## config.mk

```make
export PLATFORM = sky130hd
export DESIGN_NAME = pipe_add
export DESIGN_NICKNAME = d
export VERILOG_FILES = /design/src/rtl/pipe_add_pkg.sv /design/src/rtl/pipe_add_stage.sv /design/src/rtl/pipe_add.sv
export SDC_FILE = /design/constraint.sdc
export NUM_CORES = 1
export LEC_CHECK = 0
export BUFFER_PORTS_ARGS = -buffer_cell sky130_fd_sc_hd__buf_2
export CORE_MARGIN = 2
export CORE_UTILIZATION = 35
export CTS_BUF_LIST = sky130_fd_sc_hd__clkbuf_8
export DETAILED_ROUTE_END_ITERATION = 8
export SETUP_SLACK_MARGIN = 0.5
export SYNTH_ARGS = -nofsm -noshare
export SYNTH_HDL_FRONTEND = slang
export SYNTH_SLANG_ARGS = --single-unit
```

## constraint.sdc

```tcl
create_clock -name clk -period 2.6 [get_ports clk]
set_input_delay 0.39 -clock clk [delete_from_list [all_inputs] [get_ports clk]]
set_output_delay 0.39 -clock clk [all_outputs]
set_load 0.01 [all_outputs]
```

## src/rtl/pipe_add_pkg.sv

```systemverilog
// Shared types and elaboration helpers for the pipelined adder/subtractor.
package pipe_add_pkg;

    typedef struct packed {
        logic carry;
        logic ovf;
        logic zero;
    } flags_t;

    function automatic bit params_ok(input int width, input int stages);
        return (stages >= 1) && (stages <= 8) && (width > 0) && (width % stages == 0);
    endfunction

    function automatic int chunk_width(input int width, input int stages);
        return (stages > 0) ? width / stages : width;
    endfunction

endpackage

```

## src/rtl/pipe_add_stage.sv

```systemverilog
// One pipeline stage: adds chunk K of the operand buses with the incoming carry
// and forwards the partially built result plus the operands to the next stage.
module pipe_add_stage
    import pipe_add_pkg::*;
#(
    parameter int WIDTH = 32,
    parameter int CW    = 16,
    parameter int K     = 0
) (
    input  logic             clk,
    input  logic             rst_n,
    input  logic             adv,
    input  logic             vld_in,
    input  logic             cin,
    input  logic [WIDTH-1:0] res_in,
    input  logic [WIDTH-1:0] a_in,
    input  logic [WIDTH-1:0] b_in,
    output logic             vld_q,
    output logic             cout_q,
    output logic [WIDTH-1:0] res_q,
    output logic [WIDTH-1:0] a_q,
    output logic [WIDTH-1:0] b_q
);

    logic [CW:0]      csum;
    logic [WIDTH-1:0] res_d;

    assign csum = {1'b0, a_in[K*CW +: CW]} + {1'b0, b_in[K*CW +: CW]} + {{CW{1'b0}}, cin};

    always_comb begin
        res_d              = res_in;
        res_d[K*CW +: CW]  = csum[CW-1:0];
    end

    // Bubbles only move the valid bit; data holds so idle outputs stay quiet.
    always_ff @(posedge clk or negedge rst_n) begin
        if (!rst_n) begin
            vld_q  <= 1'b0;
            cout_q <= 1'b0;
            res_q  <= '0;
            a_q    <= '0;
            b_q    <= '0;
        end else if (adv) begin
            vld_q <= vld_in;
            if (vld_in) begin
                cout_q <= csum[CW];
                res_q  <= res_d;
                a_q    <= a_in;
                b_q    <= b_in;
            end
        end
    end

endmodule

```

## src/rtl/pipe_add.sv

```systemverilog
// Pipelined WIDTH-bit adder/subtractor split into STAGES carry-chained chunks.
// Define PIPE_ADD_FLAGS_EN to add the carry/ovf/zero outputs.
module pipe_add
    import pipe_add_pkg::*;
#(
    parameter int WIDTH  = 32,
    parameter int STAGES = 2
) (
    input  logic             clk,
    input  logic             rst_n,
    input  logic             in_valid,
    output logic             in_ready,
    input  logic [WIDTH-1:0] a,
    input  logic [WIDTH-1:0] b,
    input  logic             sub,
    output logic             out_valid,
    input  logic             out_ready,
`ifdef PIPE_ADD_FLAGS_EN
    output logic             carry,
    output logic             ovf,
    output logic             zero,
`endif
    output logic [WIDTH-1:0] sum
);

    localparam int CW = chunk_width(WIDTH, STAGES);

    if (!params_ok(WIDTH, STAGES)) begin : g_bad_params
        $error("pipe_add: STAGES must be 1..8 and divide WIDTH");
    end

    logic                         adv;
    logic [STAGES:0]              vld_pipe;
    logic [STAGES:0]              cy;
    logic [STAGES:0][WIDTH-1:0]   res_pipe;
    logic [STAGES:0][WIDTH-1:0]   a_pipe;
    logic [STAGES:0][WIDTH-1:0]   b_pipe;

    // Whole pipe moves as one; a stalled consumer freezes every stage.
    assign adv      = !out_valid || out_ready;
    assign in_ready = adv;

    // Subtract is A + ~B with the +1 injected as stage 0 carry-in.
    assign vld_pipe[0] = in_valid;
    assign cy[0]       = sub;
    assign res_pipe[0] = '0;
    assign a_pipe[0]   = a;
    assign b_pipe[0]   = sub ? ~b : b;

    for (genvar k = 0; k < STAGES; k++) begin : g_stage
        pipe_add_stage #(
            .WIDTH (WIDTH),
            .CW    (CW),
            .K     (k)
        ) u_stage (
            .clk    (clk),
            .rst_n  (rst_n),
            .adv    (adv),
            .vld_in (vld_pipe[k]),
            .cin    (cy[k]),
            .res_in (res_pipe[k]),
            .a_in   (a_pipe[k]),
            .b_in   (b_pipe[k]),
            .vld_q  (vld_pipe[k+1]),
            .cout_q (cy[k+1]),
            .res_q  (res_pipe[k+1]),
            .a_q    (a_pipe[k+1]),
            .b_q    (b_pipe[k+1])
        );
    end

    assign out_valid = vld_pipe[STAGES];
    assign sum       = res_pipe[STAGES];

`ifdef PIPE_ADD_FLAGS_EN
    flags_t flg;

    // All flag terms come from last-stage registers; zero is masked when idle.
    assign flg.carry = cy[STAGES];
    assign flg.ovf   = (a_pipe[STAGES][WIDTH-1] == b_pipe[STAGES][WIDTH-1]) &&
                       (res_pipe[STAGES][WIDTH-1] != a_pipe[STAGES][WIDTH-1]);
    assign flg.zero  = vld_pipe[STAGES] && (res_pipe[STAGES] == '0);

    assign carry = flg.carry;
    assign ovf   = flg.ovf;
    assign zero  = flg.zero;
`endif

    // Operand copies and final carry feed only the optional flag logic.
    logic unused_tail;
    assign unused_tail = ^{a_pipe[STAGES], b_pipe[STAGES], cy[STAGES]};

endmodule

```

==> impl_metrics.yaml <==
setup_path:
  r2r_cells: 10
  cp-start-kind: "flip-flop"
  worst-path-stages: 10
  cpPeakStageDelay_ns: 0.41
  crit_chain: "fa_2, inv_2, fa_2, nor2b_4, o31a_4, o21ai_2, a211o_1, and3b_1, nor4b_1, or3_1"
  rr_startpoint: "g_stage[0].u_stage.a_q[16]"
  crit_fanout: 3
  cp.required_ns: 2.82
  cp-end-kind: "flip-flop"
  cp_common_cell: "fa_2"
  critPathArrivalTime_ns: 2.71
  r2r_slack_ns: 0.11
  cpMaxStageDelayCell: "dfrtp_1"
  path_buf_inv: 1
  startpoint: "g_stage[0].u_stage.a_q[16]"
  critPathTopFamily: "compound AO/OA/AOI/OAI gates"
  critical_path_class: "reg2reg"
  timing.rr.end: "g_stage[1].u_stage.res_q[28]"
placement:
  gp_congestion: 0.8495
  post-dp-hpwl_um: 7746
  placedCellCount: 738
  port_buffers: 102
power_and_ir_drop:
  fin_total_pwr_mw: 4.863
  powerDensity_nw_per_um2: 826.9
  vdd_drop_max_mv: 0.2351
  leakagePower_nw: 2.808
sta:
  rsz0062_at_grt: "true"
  slew-limit-headroom_pct: 62.56
  finalClockSkew_ns: 0.01151
  fin_crit_ns: 2.488
  final-setup-viol-count: 0
  max_freq_mhz: 401.9
  period_share_pct: 95.71
  final-hold-violation-count: 0
  whs_ns: 0.03118
  slew_violations: 0
  fin_tns_setup_ns: 0
  tightest_slew_ns: 0.5615
cts:
  cts_buffers: 9
  clock_latency_ns: 0.35
  cts-root-buf: "clkbuf_8"
  cts_num_sinks: 83
  cts_buffer_depth: 2
  clk_pin_slew_worst_paths_ns: 0.09
  cts_tree: "done"
  htree_levels: 3
hold_path:
  hp-class: "in2async"
logic_synthesis:
  netlist_top_cells_area: "dfrtp_1 44%, ha_1 7.9%, mux2_2 7.6%"
  ys.warnings.count: 0
  seq_area_frac_synth_pct: 43.60
  synth_flop_cell: "dfrtp_1"
  synth.distinct_cells: 53
  synth_seq_cells: 83
  synth_top_area_share_pct: 43.60
  synth_fp_nets: 576
  syn-instance-count: 474
  synth_top_cell_by_area: "dfrtp_1"
  synthArstFlopShare_pct: 100.0
  netlist_area_um2: 4763
  avgSynthCellArea_um2: 10.05
  synth-edff-count: 0
detailed_routing:
  drt-initial-drc-count: 216
  antenna_left: 0
  routed_via_density: 4.801
  drcViolationCount: 0
  num_vias: 3673
  wirelength_um: 10260
  firstDrtPassIters: 4
  wl_per_cell_um: 13.41
final_layout:
  drive_gt1_share_pct: 33.33
  area_growth_pct: 23.46
  final_cells: 765
  layout.nets: 685
global_route:
  grt_pass1_vias: 3734
  grtUsageTotal_pct: 14.80
  grt-ovfl-total: 0
  grt_max_degree: 84
  grt_pass1_wl_um: 17320
  antenna_found_initial: 2
die:
  die_y_um: 120.7
  start_util_pct: 35.97
  coreArea_um2: 13240
  die_w_um: 120.7
  rows: 42
  die_area_um2: 14560
  ios: 103
flow_run:
  cap_violations: 0
outcome:
  status: "finished, final reports clean"
[cells in the final DEF, fill, tap and decap left out, types with 4 or more instances in the layout]
| cell type | n |
|---|---|
| nand2_1 | 66 |
| inv_1 | 11 |
| buf_2 | 100 |
| buf_4 | 15 |
| nor2_1 | 19 |
| xor2_1 | 27 |
| clkbuf_8 | 10 |
| nand3_1 | 7 |
| o21ai_1 | 10 |
| a21oi_2 | 5 |
| o31ai_1 | 4 |
| ha_1 | 29 |
| o21ai_0 | 46 |
| dfrtp_1 | 83 |
| xnor2_1 | 26 |
| nand2b_1 | 4 |
| mux2_2 | 32 |
| a21oi_1 | 15 |
| a21o_1 | 10 |
[synth_stat cells, drive strengths merged (2+ instances only)]
master	n
nor2	20
buf	4
o31a	2
a31oi	2
o31ai	4
ha	30
xnor2	26
nand4	2
a21o	10
o21ai	59
xor2	28
dfrtp	83
nand2b	4
o211ai	2
o21bai	2
a211oi	4
or3	2
a21boi	2
nor3	2
a31o	2
nand2	69
nor2b	3
fa	3
inv	12
mux2	32
a21oi	20
and2	2
o21a	4
clkbuf	16
nand3	8
[worst max path at each step]
| stage | endpoint |
|---|---|
| final | g_stage[1].u_stage.res_q[28] |
| after detailed placement | g_stage[1].u_stage.res_q[28] |
| after global placement | g_stage[1].u_stage.res_q[28] |
| after global routing | g_stage[1].u_stage.res_q[28] |
| after floorplan | g_stage[0].u_stage.res_q[15] |
| after CTS | g_stage[1].u_stage.res_q[28] |
[per-layer routing]
layer / vias up / GRT usage, % / wire length [um]
met2: 90 / 24.68 / 4794
met3: 9 / 3.915 / 607
met1: 1706 / 18.92 / 4776
met4: 2 / 4.142 / 70
li1: 1866 / - / -
met5: - / 0 / 7
[flip-flops by register name, indices dropped and copies added (netlist names)]
signal                  count
g_stage.u_stage.vld_q       2
g_stage.u_stage.cout_q      1
g_stage.u_stage.a_q        16
g_stage.u_stage.b_q        16
g_stage.u_stage.res_q      48
[timing repair]
item,CTS,global route
setup buffers,4,6
hold buffers,0,0
resized for setup,5,13
pin swaps,9,12
endpoints found under the setup margin,9,16
[metrics by stage]
step	setup slack [ns]	instance area, um^2	util, %
6_report	0.1115	5881	44.41
5_1_grt	0.04440	5878	44.39
4_1_cts	0.1084	5786	43.69
3_5_place_dp	0.1083	5528	41.74
3_3_place_gp	0.1672	5528	41.74
2_1_floorplan	0.2493	4840	-
[cells by family (layout without fill, tap and decap cells)]
group,count (synthesis),in the layout,share of synthesized area (%)
xor gates and xnor gates,54,54,9.929
adders and majority gates,33,33,9.141
muxes,33,33,7.775
DFF,83,83,43.60
other,0,1,0
buffers and inverters,32,146,2.600
and+or+nand+nor,119,119,11.45
AOI/OAI and AO/OA,120,120,15.50
[report_power, final]
group,switching (mW),leakage [nW],internal (mW)
Clock,0.475,0.0995,0.478
Combinational,1.03,1.70,0.945
Sequential,0.239,1.01,1.70
[cell type report]
type | count | area [um^2]
fillers | 1300 | 7362
clock buffers | 10 | 137.6
repair buffers | 118 | 673.1
clock inverters | 6 | 71.32
well taps | 176 | 220.2
multi-input cells | 359 | 2654
diodes | 1 | 2.502
flip-flops and latches | 83 | 2077
inverters | 12 | 45.04
Power figures use the tool's default switching activity.
